[src/rtl/reg_pkg.sv]
// Shared definitions for the piso_tx serializer: FSM state encoding,
// default payload width, serial idle level and the bit-counter width helper.
package reg_pkg;

    // Frame sequencing states; PARITY is only reachable when parity is compiled in.
    typedef enum logic [2:0] {
        IDLE   = 3'd0,
        START  = 3'd1,
        SHIFT  = 3'd2,
        PARITY = 3'd3,
        STOP   = 3'd4
    } state_t;

    // Default payload width in bits.
    localparam int LEN_DEFAULT = 8;

    // Line level while no frame is in flight (also the stop-bit level).
    localparam logic SDO_IDLE = 1'b1;

    // Width of a counter that must hold LEN-1; never narrower than one bit.
    function automatic int cnt_width(input int len);
        return (len > 1) ? $clog2(len) : 1;
    endfunction

endpackage

[src/rtl/piso_tx_bit_cnt.sv]
// bit_cnt: loadable down-counter used to count payload bits in SHIFT.
// Every update is qualified by the bit-rate tick; zero flags the last bit.
module bit_cnt #(
    parameter int W = 3
) (
    input  logic         clk,
    input  logic         clr,
    input  logic         en,
    input  logic         load,
    input  logic         dec,
    input  logic [W-1:0] init,
    output logic         zero
);

    logic [W-1:0] count;

    // Load or decrement on bit-rate ticks; load wins over decrement.
    // NOTE: clocked state uses non-blocking (<=) so every flop samples pre-edge values.
    always_ff @(posedge clk or posedge clr) begin
        if (clr) begin
            count <= '0;
        end else if (en) begin
            if (load) begin
                count <= init;
            end else if (dec) begin
                count <= count - W'(1);
            end
        end
    end

    assign zero = (count == '0);

endmodule

[src/rtl/piso_tx.sv]
// piso_tx: parallel-in serial-out frame transmitter.
// Frame: start bit (0), LEN payload bits LSB-first, optional even-parity bit,
// stop bit (1). Bit positions advance on clk_enable ticks; acceptance of a new
// payload happens on any clk edge while idle.
// Optional feature: define PISO_TX_PARITY_EN to insert the parity bit.
module piso_tx
    import reg_pkg::*;
#(
    parameter int LEN = LEN_DEFAULT
) (
    input  logic           clk,
    input  logic           clr,
    input  logic           clk_enable,
    input  logic [LEN-1:0] data,
    input  logic           load,
    output logic           ready,
    output logic           sdo,
    output logic           busy,
    output logic           done
);

    localparam int            CW       = cnt_width(LEN);
    localparam logic [CW-1:0] CNT_INIT = CW'(LEN - 1);

    state_t         state;
    state_t         state_d;
    logic [LEN-1:0] shreg;
    logic [LEN-1:0] shreg_d;
    logic           sdo_d;
    logic           done_d;
    logic           cnt_zero;
    logic           cnt_load;
    logic           cnt_dec;

`ifdef PISO_TX_PARITY_EN
    logic           par_q;

    // Capture even parity of the payload at the moment it is accepted.
    always_ff @(posedge clk or posedge clr) begin
        if (clr) begin
            par_q <= 1'b0;
        end else if ((state == IDLE) && load) begin
            par_q <= ^data;
        end
    end
`endif

    // Counter is armed with LEN-1 on the START tick and counts down through SHIFT.
    assign cnt_load = (state == START);
    assign cnt_dec  = (state == SHIFT) && !cnt_zero;

    bit_cnt #(
        .W(CW)
    ) u_bit_cnt (
        .clk  (clk),
        .clr  (clr),
        .en   (clk_enable),
        .load (cnt_load),
        .dec  (cnt_dec),
        .init (CNT_INIT),
        .zero (cnt_zero)
    );

    // Next-state, next shift-register contents and end-of-frame pulse.
    // NOTE: every always_comb output gets a default first so no path can infer a latch.
    always_comb begin
        state_d = state;
        shreg_d = shreg;
        done_d  = 1'b0;
        case (state)
            IDLE: begin
                if (load) begin
                    state_d = START;
                    shreg_d = data;
                end
            end
            START: begin
                if (clk_enable) begin
                    state_d = SHIFT;
                end
            end
            SHIFT: begin
                if (clk_enable) begin
                    shreg_d = shreg >> 1;
                    if (cnt_zero) begin
`ifdef PISO_TX_PARITY_EN
                        state_d = PARITY;
`else
                        state_d = STOP;
`endif
                    end
                end
            end
`ifdef PISO_TX_PARITY_EN
            PARITY: begin
                if (clk_enable) begin
                    state_d = STOP;
                end
            end
`endif
            STOP: begin
                if (clk_enable) begin
                    state_d = IDLE;
                    done_d  = 1'b1;
                end
            end
            default: begin
                state_d = IDLE;
            end
        endcase
    end

    // Line level for the state being entered, so the sdo flop tracks the FSM.
    always_comb begin
        sdo_d = SDO_IDLE;
        case (state_d)
            IDLE:    sdo_d = SDO_IDLE;
            START:   sdo_d = 1'b0;
            SHIFT:   sdo_d = shreg_d[0];
`ifdef PISO_TX_PARITY_EN
            PARITY:  sdo_d = par_q;
`endif
            STOP:    sdo_d = 1'b1;
            default: sdo_d = SDO_IDLE;
        endcase
    end

    // State, payload and registered outputs; clr aborts any frame in flight.
    always_ff @(posedge clk or posedge clr) begin
        if (clr) begin
            state <= IDLE;
            shreg <= '0;
            sdo   <= SDO_IDLE;
            done  <= 1'b0;
        end else begin
            state <= state_d;
            shreg <= shreg_d;
            sdo   <= sdo_d;
            done  <= done_d;
        end
    end

    assign ready = (state == IDLE);
    assign busy  = !ready;

endmodule

[config.mk]
export PLATFORM = sky130hd
export DESIGN_NAME = piso_tx
export DESIGN_NICKNAME = d
export VERILOG_FILES = /design/src/rtl/reg_pkg.sv /design/src/rtl/piso_tx_bit_cnt.sv /design/src/rtl/piso_tx.sv
export SDC_FILE = /design/constraint.sdc
export NUM_CORES = 1
export LEC_CHECK = 0
export CORE_MARGIN = 1
export CORE_UTILIZATION = 50
export DETAILED_ROUTE_END_ITERATION = 12
export PLACE_DENSITY = 0.76
export SLEW_MARGIN = 20
export SYNTH_ARGS = -nofsm -noshare
export SYNTH_HDL_FRONTEND = slang
export SYNTH_HIERARCHICAL = 1
export SYNTH_SLANG_ARGS = --single-unit
[constraint.sdc]
create_clock -name clk -period 2.3 [get_ports clk]
set_clock_uncertainty 0.15 [all_clocks]
set_input_delay 0.23 -clock clk [delete_from_list [all_inputs] [get_ports clk]]
set_output_delay 0.23 -clock clk [all_outputs]
set_load 0.02 [all_outputs]
# ---- Word-level counts from Yosys, hierarchy flattened
# Index checks and enable logic that the tools add are counted.
dict set report op_classes {
  add_sub_neg 1
  eq_ne 7
  muxes 14
  reduce_logical 9
}
# operator count
set op_table {}
lappend op_table {{$mux W3} 7}
lappend op_table {{$mux W8} 2}
lappend op_table {{$pmux W8 S2} 1}
lappend op_table {{$pmux W3 S4} 1}
lappend op_table {{$eq A3 B1 Y1 const B} 2}
lappend op_table {{$eq A3 B2 Y1 const B} 2}
lappend op_table {{$logic_not A3 Y1} 2}
lappend op_table {{$ne A2 B2 Y1 const B} 2}
lappend op_table {{$reduce_bool A2 Y1} 2}
lappend op_table {{$eq A3 B3 Y1 const B} 1}
lappend op_table {{$reduce_and A3 Y1} 1}
lappend op_table {{$sub A3 B1 Y3 const B} 1}
lappend op_table {{$logic_not A1 Y1} 2}
lappend op_table {{$mux W1} 2}
lappend op_table {{$pmux W1 S2} 1}
lappend op_table {{$reduce_and A2 Y1} 1}
lappend op_table {{$logic_and A1 B1 Y1} 1}
dict set report totals {
  reg_bits 16
  input_bits 12
  output_inout_bits 4
  elab_cells 37
}

# ---- Depth between registers and ports, before layout
dict set report logic_depth {
  ltp_word 6
  depth_mapped 6
  mapped_depth_nobuf 6
}

# ---- Hierarchy
# Netlist, hierarchy kept.
# mod instances cells_per_inst area_per_inst_um2 seq_area_each_um2
set modules_own_cells {}
lappend modules_own_cells {piso_tx 1 66 703.2 326.6}
lappend modules_own_cells {bit_cnt 1 20 196.4 75.1}

# ---- Least setup slack after synthesis
# Ideal clock, no wire load.
dict set report synth_timing {
  path_kind {register to register}
  from {reg u_bit_cnt.count[0]}
  to {reg u_bit_cnt.count[0]}
  setup_ps 123
  arrival_ps 1400
  slack_ps 627
  path_stages_with_launch 7
  synth_period_minus_slack_ps 1673
  cell_sequence {dfrtp_1 inv_1 ha_1 ha_1 nor4b_1 nand2b_1 o221a_1}
}
dict set report synth_via {
  elab_chain_len 5
}
# item line
set synth_rtl {}
lappend synth_rtl {{start, declared} piso_tx_bit_cnt.sv:15} ;# logic [W-1:0] count;
lappend synth_rtl {{start signal, assigned} piso_tx_bit_cnt.sv:24} ;# count <= init;
lappend synth_rtl {{start signal, assigned} piso_tx_bit_cnt.sv:26} ;# count <= count - W'(1);
lappend synth_rtl {{$logic_not A3 Y1} piso_tx_bit_cnt.sv:31} ;# assign zero = (count == '0);
lappend synth_rtl {{via cnt_zero} piso_tx.sv:31} ;# logic cnt_zero;
lappend synth_rtl {{$logic_not A1 Y1} piso_tx.sv:50} ;# assign cnt_dec = (state == SHIFT) && !cnt_zero;
lappend synth_rtl {{$logic_and A1 B1 Y1} piso_tx.sv:50}
lappend synth_rtl {{via cnt_dec} piso_tx.sv:33} ;# logic cnt_dec;
lappend synth_rtl {{$reduce_bool A2 Y1 (no source line)} --}
lappend synth_rtl {{$reduce_and A2 Y1 (no source line)} --}
# The timed path passes the listed nets, and every way through them passes these cells. The select of a mux whose other input is x is not followed.
# A chain may end at the register's enable or synchronous reset.

# ---- Final worst setup path
dict set report layout_timing {
  from {reg state[2]}
  to {out ready}
}
dict set report layout_via {
  elab_chain_len 1
}
# item line
set layout_rtl {}
lappend layout_rtl {{start, declared} piso_tx.sv:25} ;# state_t state;
lappend layout_rtl {{start signal, assigned} piso_tx.sv:136} ;# state <= state_d;
lappend layout_rtl {{$logic_not A3 Y1} piso_tx.sv:143} ;# assign ready = (state == IDLE);
lappend layout_rtl {{end, declared} piso_tx.sv:16} ;# output logic ready,
# Every way passes these cells.

==> results.cfg <==
[global_route]
antenna_found_initial = 0
grt_first_pass_wirelength_mm = 2.856
grt.overflow.total = 0
grt_max_degree = 14
grtUsageTotal_pct = 19.73
first_global_vias = 634

[setup_path]
path_max_fanout = 10
setup.worst_path.end_class = output pin
required_time_of_the_worst_setup_path_ns = 1.92
critical_path.reg2reg.endpoint = u_bit_cnt/count[0]
r2r-start = u_bit_cnt/count[0]
critPathKind = reg -> out
critPathArrivalTime_ns = 1.81
setup.reg_to_reg.worst_slack_ns = 0.43
reg2reg_depth = 6
startpoint_type = flip-flop

[yosys]
synth_cells = 86
synth.area.mux_share_pct = 0
yosys_warnings = 6
post_synth_fa_ha_maj_area_fraction_pct = 2.782
post_synth_num_cell_types = 33
postSynthRegisterBits = 16
synth_flop_cell = dfrtp_1
post_synthesis_sequential_area_ratio_pct = 44.65
synth_compound_gate_area_share_pct = 16.69
post_synth_and_or_nand_nor_area_fraction_pct = 26.56
synth_edf_count = 0
combinational_family_with_the_most_area_after_synthesis = simple AND/OR/NAND/NOR gates
synthesized_area_per_cell_um2 = 10.46
synth.cell_area_um2 = 899.6
async_reset_ff_share_pct = 100.0
synth_xor_xnor_area_share_pct = 0

[floorplan]
core.rowCount = 14
floorplan.core_area_mm2 = 0.001594
dieHeight_um = 44.42
fp.dieW_um = 44.42
ios = 16
initial_core_util_pct = 56.44
floorplan.die_area_mm2 = 0.001973

[timing]
finalCriticalPeriod_ns = 2.190
share_of_the_cycle_needed_by_the_critical_path_after_routing_pct = 95.22
timing.setup.tns_ns = 0
unrepaired_setup_endpoints_after_global_routing = no
slew_viol_final = 0
timing_worst_slew_pin_value_ns = 0.5032
achievable_freq_mhz = 456.6
timing.slew.headroom_pct = 66.42
finalSetupViolCount = 0
final_hold_viols = 0

[routing]
detail_route.drc_violations = 0
drtAntennaViolNets = 0
vias_per_cell = 5.362
route.detailed.wl_per_inst_um = 13.06
route.vias.total = 697
first_iter_violations = 17
first_pass_iters = 4
postRouteWirelength_mm = 1.698

[clock_tree]
cts_buffer_count = 3
worst_skew_pair.late_latency_ns = 0.28
cts_tree = done
postCtsResizedCells = 0
htreeDepth = 1
worst_path_clk_slew_ns = 0.10
clock_tree_root_buffer_cell = clkbuf_4
cts.sink_count = 16
cts_max_path_buffers = 2

[power]
combPwrFrac_pct = 48.2
internal_power_uw = 798.4
power_density_mw_per_mm2 = 1145
ir_worst_vdd_uv = 608.0
report.power.total_uw = 1270
pwr-share-clk_pct = 14.7
power_switching_uw = 471.9
swShare_pct = 37.15
static-leakage-power_uw = 0.0005009
power.share.sequential_pct = 37.1

[layout]
finalNetCount = 121
flow.area_growth_from_synthesis_pct = 23.37
layout-drive-gt1-share_pct = 14.15
most-common-layout-cells = dfrtp_1, clkdlybuf4s50_1, nand2_1
antenna_cells = 0

[place]
port_buffers = 15
gp_routability_congestion = 0.7038
dp.final_hpwl_mm = 1.257

[outcome]
outcome = completed

[worst_hold_path]
hold-path-cell-count = 3
beginning_of_the_worst_hold_path = data[7]
min_to = shreg[7]
hp-class = in -> reg

[job]
maxCapViolations = 0
-- cell usage after synthesis (2+ instances only) --
| cell type | instances | area [um^2] |
|---|---|---|
| a22oi_1 | 6 | 45.04 |
| buf_4 | 2 | 15.01 |
| buf_6 | 3 | 33.78 |
| dfrtp_1 | 15 | 375.4 |
| ha_1 | 2 | 25.02 |
| inv_1 | 7 | 26.28 |
| nand2_1 | 13 | 48.80 |
| nand3_1 | 7 | 35.03 |
| nand3b_1 | 4 | 30.03 |
| o221a_1 | 3 | 33.78 |
| or3_1 | 2 | 12.51 |
-- power groups by stage --
stage	clock, uW	combinational (uW)	sequential [uW]
5_1_grt	202	674	485
6_report	186	613	471
3_3_place_gp	0	593	471
2_1_floorplan	0	460	479
4_1_cts	190	613	471
3_5_place_dp	0	609	477
-- layer usage --
layer / track usage, % / share of wire (%) / up-vias
met4: 5.455 / 0 / 0
met1: 26.77 / 49 / 339
met2: 32.35 / 49 / 13
met5: 0 / 0 / -
met3: 3.673 / 1.7 / 0
li1: - / - / 345
-- worst max-delay path, stage by stage (launching register included) --
cell and delay (ns):
dfrtp_1 0.51, or3_1 0.37, inv_1 0.06, clkdlybuf4s50_1 0.58
-- cells by family (layout without fill, tap and decap cells) --
logic type,after synthesis,in the layout
other cells,1,3
fa+ha+maj,2,2
flops,16,16
buf+inv,13,31
compound gates,16,16
simple gates,38,38
-- registers in the layout, summed over array words and instances (netlist names) --
| name | count |
|---|---|
| u_bit_cnt/count | 3 |
| state | 3 |
| sdo | 1 |
| shreg | 8 |
| done | 1 |
-- final cells by class --
class	count	area, um^2
well taps	24	30.03
clock buffers	4	36.28
multi-input cells	59	425.4
repair buffers	20	190.2
flip-flops and latches	16	401.6
fillers	131	484.2
inverters	7	26.28
-- worst max-delay path by stage --
stage / start / to / slack [ns] / cells past startpoint
after floorplan: u_bit_cnt/count[0] / u_bit_cnt/count[0] / 0.63 / 6
after global placement: state[2] / ready / 0.45 / 3
after CTS: state[2] / ready / 0.10 / 3
after detailed placement: state[2] / ready / 0.43 / 3
after global routing: state[2] / ready / 0.03 / 3
final: state[2] / ready / 0.11 / 3
-- timing repair --
| item | CTS | global route |
|---|---|---|
| buffers inserted | 0 | 0 |
| endpoints found under the hold margin | 3 | 0 |
| hold buffers | 1 | 0 |
-- stage by stage --
| stage | std cells | hold slack, ns | setup WS, ns | cell area [um^2] | utilization [%] |
|---|---|---|---|---|---|
| finish | 130 | 0.3422 | 0.1100 | 1110 | 69.62 |
| global route | 130 | 0.3573 | 0.02642 | 1110 | 69.62 |
| CTS | 130 | 0.3389 | 0.1046 | 1110 | 69.62 |
| detailed placement | 125 | 0.2926 | 0.4255 | 1064 | 66.72 |
| global placement | 125 | 0.2843 | 0.4459 | 1064 | 66.72 |
| floorplan | 88 | -0.1664 | 0.6272 | 907.1 | - |
(Power assumes the default switching activity.)
